<file path="src/rtl/proc_pkg.sv">
// proc_pkg: opcodes, state encoding and field helpers shared by the memory stage
package proc_pkg;

    localparam logic [4:0]  OP_LW = 5'b01000;
    localparam logic [4:0]  OP_SW = 5'b00111;
    localparam logic [31:0] NOP   = 32'b0;

    typedef enum logic {IDLE, ACCESS} state_t;

    function automatic logic [4:0] opcode(input logic [31:0] ir);
        return ir[31:27];
    endfunction

endpackage

</file>
<file path="src/rtl/mem_stage_ctrl_if.sv">
// mem_stage_ctrl_if: req/ack data-memory bus between the memory stage and the data memory
interface mem_stage_ctrl_if #(parameter int ADDR_W = 12);

    logic              mem_req;
    logic              mem_we;
    logic [ADDR_W-1:0] mem_addr;
    logic [31:0]       mem_wdata;
    logic              mem_ack;
    logic [31:0]       mem_rdata;

    modport master (output mem_req, mem_we, mem_addr, mem_wdata, input mem_ack, mem_rdata);
    modport slave  (input mem_req, mem_we, mem_addr, mem_wdata, output mem_ack, mem_rdata);

endinterface

</file>
<file path="src/rtl/mem_stage_ctrl_timeout.sv">
// mem_timeout_ctr: saturating 8-bit access-cycle counter flagging the last allowed cycle
module mem_timeout_ctr #(
    parameter int TIMEOUT = 255
) (
    input  logic clk,
    input  logic reset,
    input  logic clr_i,
    input  logic en_i,
    output logic hit_o
);

    logic [7:0] count_q, count_d;

    // clear wins; otherwise count up while enabled, never past TIMEOUT
    always_comb begin
        count_d = clr_i ? 8'd0 : (en_i && count_q < 8'(TIMEOUT)) ? count_q + 8'd1 : count_q;
    end

    // count register
    always_ff @(posedge clk) begin
        if (reset) count_q <= 8'd0;
        else       count_q <= count_d;
    end

    assign hit_o = (count_q == 8'(TIMEOUT - 1));

endmodule

</file>
<file path="src/rtl/mem_stage_ctrl.sv">
// mem_stage_ctrl: memory-stage controller running lw/sw on the data memory and stalling upstream
module mem_stage_ctrl
    import proc_pkg::*;
#(
    parameter int          ADDR_W   = 12,
    parameter int          TIMEOUT  = 255,
    parameter logic [31:0] ERR_DATA = 32'hDEADBEEF
) (
    input  logic                    clk,
    input  logic                    reset,
    input  logic                    valid_in,
    input  logic [31:0]             ir_in,
    input  logic [31:0]             o_in,
    input  logic [31:0]             b_in,
    mem_stage_ctrl_if.master        mem,
    output logic                    stall,
    output logic                    valid_out,
    output logic [31:0]             ir_out,
    output logic [31:0]             o_out,
    output logic [31:0]             d_out,
    output logic                    err
);

    state_t            state_q, state_d;
    logic [31:0]       ir_q, ir_d, o_q, o_d;
    logic              mem_req_q, mem_req_d, mem_we_q, mem_we_d;
    logic [ADDR_W-1:0] mem_addr_q, mem_addr_d;
    logic [31:0]       mem_wdata_q, mem_wdata_d;
    logic              valid_out_q, valid_out_d;
    logic [31:0]       ir_out_q, ir_out_d, o_out_q, o_out_d, d_out_q, d_out_d;
    logic              err_q, err_d;
    logic              hit;
    logic              in_is_mem;

    assign in_is_mem = (opcode(ir_in) == OP_LW) || (opcode(ir_in) == OP_SW);

    mem_timeout_ctr #(.TIMEOUT(TIMEOUT)) u_ctr (
        .clk   (clk),
        .reset (reset),
        .clr_i (state_q == IDLE),
        .en_i  (state_q == ACCESS),
        .hit_o (hit)
    );

    // next state: accept in IDLE, complete an access on ack or on the last allowed cycle
    always_comb begin
        state_d     = state_q;
        ir_d        = ir_q;
        o_d         = o_q;
        mem_req_d   = mem_req_q;
        mem_we_d    = mem_we_q;
        mem_addr_d  = mem_addr_q;
        mem_wdata_d = mem_wdata_q;
        valid_out_d = 1'b0;
        ir_out_d    = ir_out_q;
        o_out_d     = o_out_q;
        d_out_d     = d_out_q;
        err_d       = err_q;
        if (state_q == IDLE) begin
            if (valid_in && in_is_mem) begin
                state_d     = ACCESS;
                ir_d        = ir_in;
                o_d         = o_in;
                mem_req_d   = 1'b1;
                mem_we_d    = (opcode(ir_in) == OP_SW);
                mem_addr_d  = o_in[ADDR_W-1:0];
                mem_wdata_d = b_in;
            end else if (valid_in) begin
                valid_out_d = 1'b1;
                ir_out_d    = ir_in;
                o_out_d     = o_in;
                d_out_d     = NOP;
            end
        end else if (mem.mem_ack || hit) begin
            state_d     = IDLE;
            mem_req_d   = 1'b0;
            valid_out_d = 1'b1;
            ir_out_d    = ir_q;
            o_out_d     = o_q;
            d_out_d     = (opcode(ir_q) != OP_LW) ? NOP : mem.mem_ack ? mem.mem_rdata : ERR_DATA;
            err_d       = err_q | ~mem.mem_ack;
        end
    end

    // state, capture and output registers
    always_ff @(posedge clk) begin
        if (reset) begin
            state_q     <= IDLE;
            ir_q        <= '0;
            o_q         <= '0;
            mem_req_q   <= 1'b0;
            mem_we_q    <= 1'b0;
            mem_addr_q  <= '0;
            mem_wdata_q <= '0;
            valid_out_q <= 1'b0;
            ir_out_q    <= '0;
            o_out_q     <= '0;
            d_out_q     <= '0;
            err_q       <= 1'b0;
        end else begin
            state_q     <= state_d;
            ir_q        <= ir_d;
            o_q         <= o_d;
            mem_req_q   <= mem_req_d;
            mem_we_q    <= mem_we_d;
            mem_addr_q  <= mem_addr_d;
            mem_wdata_q <= mem_wdata_d;
            valid_out_q <= valid_out_d;
            ir_out_q    <= ir_out_d;
            o_out_q     <= o_out_d;
            d_out_q     <= d_out_d;
            err_q       <= err_d;
        end
    end

    assign mem.mem_req   = mem_req_q;
    assign mem.mem_we    = mem_we_q;
    assign mem.mem_addr  = mem_addr_q;
    assign mem.mem_wdata = mem_wdata_q;
    assign stall         = (state_q != IDLE);
    assign valid_out     = valid_out_q;
    assign ir_out        = ir_out_q;
    assign o_out         = o_out_q;
    assign d_out         = d_out_q;
    assign err           = err_q;

endmodule
</file>
<file path="src/flat_wrapper.sv">
// flat-port wrapper written by rule: the top's interface ports become plain ports
module mem_stage_ctrl_flat import proc_pkg::*;
#(
    parameter int          ADDR_W   = 12,
    parameter int          TIMEOUT  = 255,
    parameter logic [31:0] ERR_DATA = 32'hDEADBEEF
)
  (clk, reset, valid_in, ir_in, o_in, b_in, stall, valid_out, ir_out, o_out, d_out, err, mem_mem_req, mem_mem_we, mem_mem_addr, mem_mem_wdata, mem_mem_ack, mem_mem_rdata);
  mem_stage_ctrl_if #(.ADDR_W(ADDR_W)) mem_i ();
  input  logic clk;
  input  logic reset;
  input  logic valid_in;
  input  logic [31:0] ir_in;
  input  logic [31:0] o_in;
  input  logic [31:0] b_in;
  output logic stall;
  output logic valid_out;
  output logic [31:0] ir_out;
  output logic [31:0] o_out;
  output logic [31:0] d_out;
  output logic err;
  output wire logic [$bits(mem_i.mem_req)-1:0] mem_mem_req;
  output wire logic [$bits(mem_i.mem_we)-1:0] mem_mem_we;
  output wire logic [$bits(mem_i.mem_addr)-1:0] mem_mem_addr;
  output wire logic [$bits(mem_i.mem_wdata)-1:0] mem_mem_wdata;
  input wire logic [$bits(mem_i.mem_ack)-1:0] mem_mem_ack;
  input wire logic [$bits(mem_i.mem_rdata)-1:0] mem_mem_rdata;
  assign mem_mem_req = mem_i.mem_req;
  assign mem_mem_we = mem_i.mem_we;
  assign mem_mem_addr = mem_i.mem_addr;
  assign mem_mem_wdata = mem_i.mem_wdata;
  assign mem_i.mem_ack = mem_mem_ack;
  assign mem_i.mem_rdata = mem_mem_rdata;
  mem_stage_ctrl #(.ADDR_W(ADDR_W), .TIMEOUT(TIMEOUT), .ERR_DATA(ERR_DATA)) u_core (.clk(clk), .reset(reset), .valid_in(valid_in), .ir_in(ir_in), .o_in(o_in), .b_in(b_in), .mem(mem_i), .stall(stall), .valid_out(valid_out), .ir_out(ir_out), .o_out(o_out), .d_out(d_out), .err(err));
endmodule
</file>
<file path="config.mk">
export PLATFORM = sky130hd
export DESIGN_NAME = mem_stage_ctrl_flat
export DESIGN_NICKNAME = d
export VERILOG_FILES = /design/src/rtl/proc_pkg.sv /design/src/rtl/mem_stage_ctrl_if.sv /design/src/rtl/mem_stage_ctrl_timeout.sv /design/src/rtl/mem_stage_ctrl.sv /design/src/flat_wrapper.sv
export SDC_FILE = /design/constraint.sdc
export NUM_CORES = 1
export LEC_CHECK = 0
export BUFFER_PORTS_ARGS = -buffer_cell sky130_fd_sc_hd__buf_2
export CAP_MARGIN = 30
export CORE_MARGIN = 5
export CORE_UTILIZATION = 40
export CTS_CLUSTER_DIAMETER = 60
export DETAILED_ROUTE_END_ITERATION = 7
export GPL_TIMING_DRIVEN = 0
export MAX_ROUTING_LAYER = met4
export PLACE_DENSITY = 0.73
export SLEW_MARGIN = 20
export SYNTH_ARGS = -nofsm -noshare
export SYNTH_HDL_FRONTEND = slang
export SYNTH_SLANG_ARGS = --single-unit
</file>
<file path="constraint.sdc">
create_clock -name clk -period 5.01 [get_ports clk]
set_input_delay 0.7515 -clock clk [delete_from_list [all_inputs] [get_ports clk]]
set_output_delay 0.7515 -clock clk [all_outputs]
set_load 0.02 [all_outputs]
</file>
**Word-level counts from Yosys, hierarchy flattened**

Index checks and enable logic that the tools add are counted.

- Bits in registers: 217
- Bits of input ports: 132
- Output and inout bits: 145
- Logic and storage cells: 59

- Order comparisons: 1
- Add/subtract/negate cells: 1
- Mux-type cells: 24
- Bitwise logic cells: 3
- Reduce and logical (&&, ||, !) cells: 11
- Eq/ne operators: 6

Operator list:

| operator | number |
|---|---|
| 32-bit 2-to-1 mux | 14 |
| 1-bit 2-to-1 mux | 10 |
| 8-bit by 1-bit adder with 8-bit output (second input constant) | 1 |
| 8-bit equality test (second input constant) | 1 |
| 8-bit < comparator (second input constant) | 1 |
| 2-bit AND reduction | 3 |
| 5-bit by 3-bit equality test with 1-bit output (second input constant) | 1 |
| 5-bit by 4-bit equality test with 1-bit output (second input constant) | 1 |
| 5-bit by 4-bit inequality test with 1-bit output (second input constant) | 1 |
| 2-bit nonzero test | 2 |
| 3-bit AND reduction | 1 |
| 1-bit logical AND | 2 |
| 1-bit logical OR | 2 |
| 2-bit by 1-bit inequality test with 1-bit output (second input constant) | 1 |
| 2-bit inequality test (second input constant) | 1 |
| 1-bit NOT | 2 |
| 2-bit OR reduction | 1 |
| 1-bit OR | 1 |

**Logic depth before layout (Yosys ltp)**

- Depth in word-level cells: 5
- Mapped depth: 7

**Modules after synthesis**

From an unflattened synthesis, not the netlist that was laid out.

- Cell total of the unflattened synthesis: 941
- Area total of the unflattened synthesis: 8546.9 µm²

Modules (own cells, without submodules):

| module | instances | cells an instance | area each (µm²) | sequential area each (µm²) |
|---|---|---|---|---|
| mem_stage_ctrl | 1 | 890 | 8096.5 | 3943.8 |
| mem_timeout_ctr | 1 | 51 | 450.4 | 160.2 |

**Worst setup path after synthesis**

OpenSTA, ideal clock, no wires.

- Kind: input -> register
- From: input port ir_in[27]
- To: register u_core.ir_out_q[31] (netlist: u_core.ir_out[31])
- Path slack: 2.586 ns
- Data arrival time: 2.300 ns
- Setup time: 0.123 ns
- Data required time: 4.887 ns
- Stages: 6
- Path buffers: 2
- Cell sequence: or4b_4 a21o_1 a22oi_1 buf_4 buf_4 mux2_1

- Longest elaborated chain between the ends: 5
- Elaborated cells between the ends (all ways): 6

RTL lines:

| element | line | text |
|---|---|---|
| from (decl) | flat_wrapper.sv:13 | `input logic [31:0] ir_in;` |
| 5-bit by 4-bit equality test with 1-bit output or 5-bit by 3-bit equality test with 1-bit output (tied branches) | mem_stage_ctrl.sv:35 | `assign in_is_mem = (opcode(ir_in) == OP_LW) \|\| (opcode(ir_in) == OP_SW);` |
| 1-bit logical OR (*) | mem_stage_ctrl.sv:35 |  |
| 1-bit logical AND (*) | mem_stage_ctrl.sv:60 | `if (valid_in && in_is_mem) begin` |
| 2-bit by 1-bit inequality test with 1-bit output (no source line) (*) | -- |  |
| 3-bit AND reduction (no source line) (*) | -- |  |
| to (signal assigned) | mem_stage_ctrl.sv:109 | `ir_out_q <= ir_out_d;` |
| to (decl) | mem_stage_ctrl.sv:30 | `logic [31:0] ir_out_q, ir_out_d, o_out_q, o_out_d, d_out_q, d_out_d;` |

Every way passes the cells marked *; elsewhere a longest branch is shown, timed or not.
A chain may end at the register's enable or synchronous reset.

**Final worst setup path**

- From: register u_core.ir_q[31]
- To: register u_core.d_out_q[7] (netlist: u_core.d_out[7])

- Longest elaborated chain between the ends: 4

RTL lines:

| element | line | text |
|---|---|---|
| from (decl) | mem_stage_ctrl.sv:25 | `logic [31:0] ir_q, ir_d, o_q, o_d;` |
| from (signal assigned) | mem_stage_ctrl.sv:102 | `ir_q <= ir_d;` |
| 5-bit by 4-bit inequality test with 1-bit output | mem_stage_ctrl.sv:80 | `d_out_d = (opcode(ir_q) != OP_LW) ? NOP : mem.mem_ack ? mem.mem_rdata : ERR_DATA;` |
| 32-bit 2-to-1 mux | mem_stage_ctrl.sv:80 |  |
| 32-bit 2-to-1 mux | mem_stage_ctrl.sv:74 | `end else if (mem.mem_ack \|\| hit) begin` |
| 32-bit 2-to-1 mux | mem_stage_ctrl.sv:59 | `if (state_q == IDLE) begin` |
| to (signal assigned) | mem_stage_ctrl.sv:111 | `d_out_q <= d_out_d;` |
| to (decl) | mem_stage_ctrl.sv:30 |  |

No other way between the ends. The select of a mux whose other input is x is not followed.

==> impl_metrics.py <==
metrics = {
    "outcome": {
        "status": "completed",
    },
    "placement": {
        "portBuffers": 276,
        "hpwl_um": 18090,
        "dp_slack_ns": 2.086,
        "routabilityCongestion": 0.8061,
    },
    "synth": {
        "synthTopCellsByCount": "dfxtp_1, mux2i_1, nor2_1",
        "synth_seq_cells": 205,
        "synth_area_leaders": "dfxtp_1, mux2i_1, mux2_1",
        "netlist_area_um2": 8801,
        "synth_top_area_share": 0.4663,
        "synth_area_leader_cell": "dfxtp_1",
        "synthDistinctLibCells": 42,
        "syn_area_per_cell_um2": 10.15,
        "ys_seq_area_frac": 0.4663,
        "async_flop_share": 0,
        "synth_top_flop_cell": "dfxtp_1",
        "synth_nets": 1001,
        "synth_most_common_cell": "dfxtp_1",
        "syn_inst": 867,
        "synth_edf_count": 0,
        "yosysWarnings": 0,
    },
    "detailed_routing": {
        "detail_route.iter0.violations": 330,
        "drc": 0,
        "drt_first_pass_iters": 7,
        "viasPerCell": 4.870,
        "vias": 7159,
        "wl_um": 24480,
        "ant_nets": 0,
        "wl_per_cell_um": 16.65,
    },
    "clocking": {
        "clkSinkCount": 205,
        "root_buffer": "clkbuf_16",
        "post_cts_buffers": 0,
        "clockBufferDepth": 3,
        "clkTransAtPathRegs_ns": 0.05,
        "cts_buffers": 24,
        "clock_latency_ns": 0.50,
        "cts_tree": "built",
        "h-tree-depth": 1,
        "hold_buffers": 0,
        "ctsResizeCount": 0,
    },
    "global_routing": {
        "grt_max_degree": 14,
        "grt_usage": 0.1941,
        "grt_pass1_vias": 7162,
        "antenna_found_initial": 6,
        "gr-total-overflow": 0,
        "grt_pass1_wl_um": 37940,
    },
    "power_and_ir_drop": {
        "power.total_w": 0.003876,
        "p_leak_nw": 5.041,
        "max-vdd-ir-drop_mv": 0.1989,
        "cellPowerDensity_nw_per_um2": 340.9,
    },
    "timing": {
        "fin_tns_setup_ns": 0,
        "relSlewSlack": 0.5316,
        "finalSetupViolations": 0,
        "hold_viol": 0,
        "final.min_clock_period_ns": 2.430,
        "grt_setup_unrepaired": "no",
        "max_clock_freq_mhz": 411.5,
        "fin_crit_sh": 0.4851,
        "holdWs_ns": 0.4539,
        "worst_pin_slew_ns": 0.7026,
        "fin_ws_ns": 2.580,
        "final-max-slew-violation-count": 0,
        "finClkSkew_ns": 0.005608,
    },
    "critical_path": {
        "critPathCaptureType": "flip-flop",
        "arrival_ns": 2.86,
        "r2r_slack_ns": 2.58,
        "critPathMaxFanout": 10,
        "endpoint": "u_core.d_out[7]",
        "reg2reg_to": "u_core.d_out[7]",
        "worstSetupStartpoint": "u_core.ir_q[31]",
        "required_ns": 5.44,
        "r2r_start": "u_core.ir_q[31]",
        "r2r_cells": 6,
        "crit_type": "reg2reg",
        "startpoint_type": "flip-flop",
    },
    "floorplanning": {
        "dieWidth_um": 158.3,
        "core_um2": 21760,
        "die_h_um": 158.3,
        "dieArea_um2": 25070,
        "rows": 54,
        "start_util": 0.4045,
        "ioPinCount": 277,
    },
    "finish": {
        "drive_above_1_share": 0.3049,
        "layout.nets": 1303,
        "syn2layout_area_growth_pct": 29.20,
        "n_fill_cell": 2054,
        "multi_input_area_um2": 4099,
        "ff_latch_area_um2": 4104,
    },
    "flow_run": {
        "maxCapViolCount": 0,
    },
    "worst_hold_path": {
        "worstHoldStart": "u_core.d_out[23]",
        "hold_path_class": "reg2reg",
    },
}
flip-flops by register name, indices dropped and copies added, names as in the netlist:
name / cells
u_core.o_q: 21
u_core.mem.mem_wdata: 32
u_core.u_ctr.count_q: 8
u_core.ir_q: 32
u_core.mem.mem_we: 1
u_core.mem.mem_req: 1
u_core.stall: 1
u_core.ir_out: 32
u_core.valid_out: 1
u_core.err: 1
u_core.o_out: 32
u_core.mem.mem_addr: 11
u_core.d_out: 32
logic make-up after synthesis:
family / Yosys count / share of synthesized area
adder cells (fa/ha/maj): 2 / 0.002843
XOR/XNOR: 7 / 0.006966
multiplexers: 228 / 0.2684
AND/OR/NAND/NOR: 281 / 0.1341
AO/OA/AOI/OAI: 53 / 0.05346
flip-flops: 205 / 0.4663
buffers and inverters: 91 / 0.06795
metrics by stage:
step	instance area (um2)	utilization	std cells
floorplan	8801	-	867
global route	11370	0.5227	1470
global placement	10530	0.4841	1423
finish	11370	0.5227	1470
detailed placement	10530	0.4841	1423
CTS	11360	0.5220	1464
critical path, stage by stage, from the launching register on:
cell	delay (ns)
dfxtp_1	0.33
nor4_1	0.50
nand3_1	0.42
or3_1	0.43
clkbuf_1	0.20
clkbuf_1	0.27
o2bb2ai_1	0.19
layer usage:
metal  routed length (um)  GRT usage  vias to the layer above
li1                     -          -                     3535
met1                10470     0.2449                     3404
met2                11950     0.3185                      180
met3                 1507    0.03642                       40
met4                  549    0.05768                        0
met5                    0          -                        -
layout make-up:
| cell class | count | share of cell area |
|---|---|---|
| antenna | 6 | 0.001320 |
| buffer | 75 | 0.04732 |
| clock buffer | 34 | 0.06415 |
| clock inverter | 7 | 0.008253 |
| inverter | 16 | 0.005282 |
| multi-input combinational | 571 | 0.3605 |
| sequential | 205 | 0.3609 |
| tap | 280 | 0.03081 |
| timing repair buffer | 276 | 0.1215 |
layout by cell type, fill, tap and decap left out, drive strengths merged, types with 4 or more instances in the layout:
master / instances
nand2: 97
mux2: 64
a211o: 8
o2bb2ai: 16
dfxtp: 205
nor2b: 21
nor3b: 9
nand3: 4
inv: 17
buf: 323
diode: 6
a31o: 9
xnor2: 7
nor2: 141
mux2i: 164
o21a: 4
clkbuf: 62
a21oi: 4
power by group:
part	switching, W	leakage, nW	internal [W]
clock	0.000678	0.402	0.00111
sequential	0.0000252	1.67	0.00168
combinational	0.000224	2.97	0.000159
worst min-delay path by stage:
stage | endpoint | slack [ns] | depth (start not counted)
after CTS | u_core.ir_out[20] | 0.46 | 2
final | u_core.d_out[23] | 0.45 | 1
after floorplan | u_core.ir_q[0] | 0.46 | 2
after global placement | u_core.d_out[2] | 0.44 | 1
after global routing | u_core.mem.mem_wdata[3] | 0.47 | 3
after detailed placement | u_core.d_out[27] | 0.44 | 1
(Power assumes the default switching activity.)
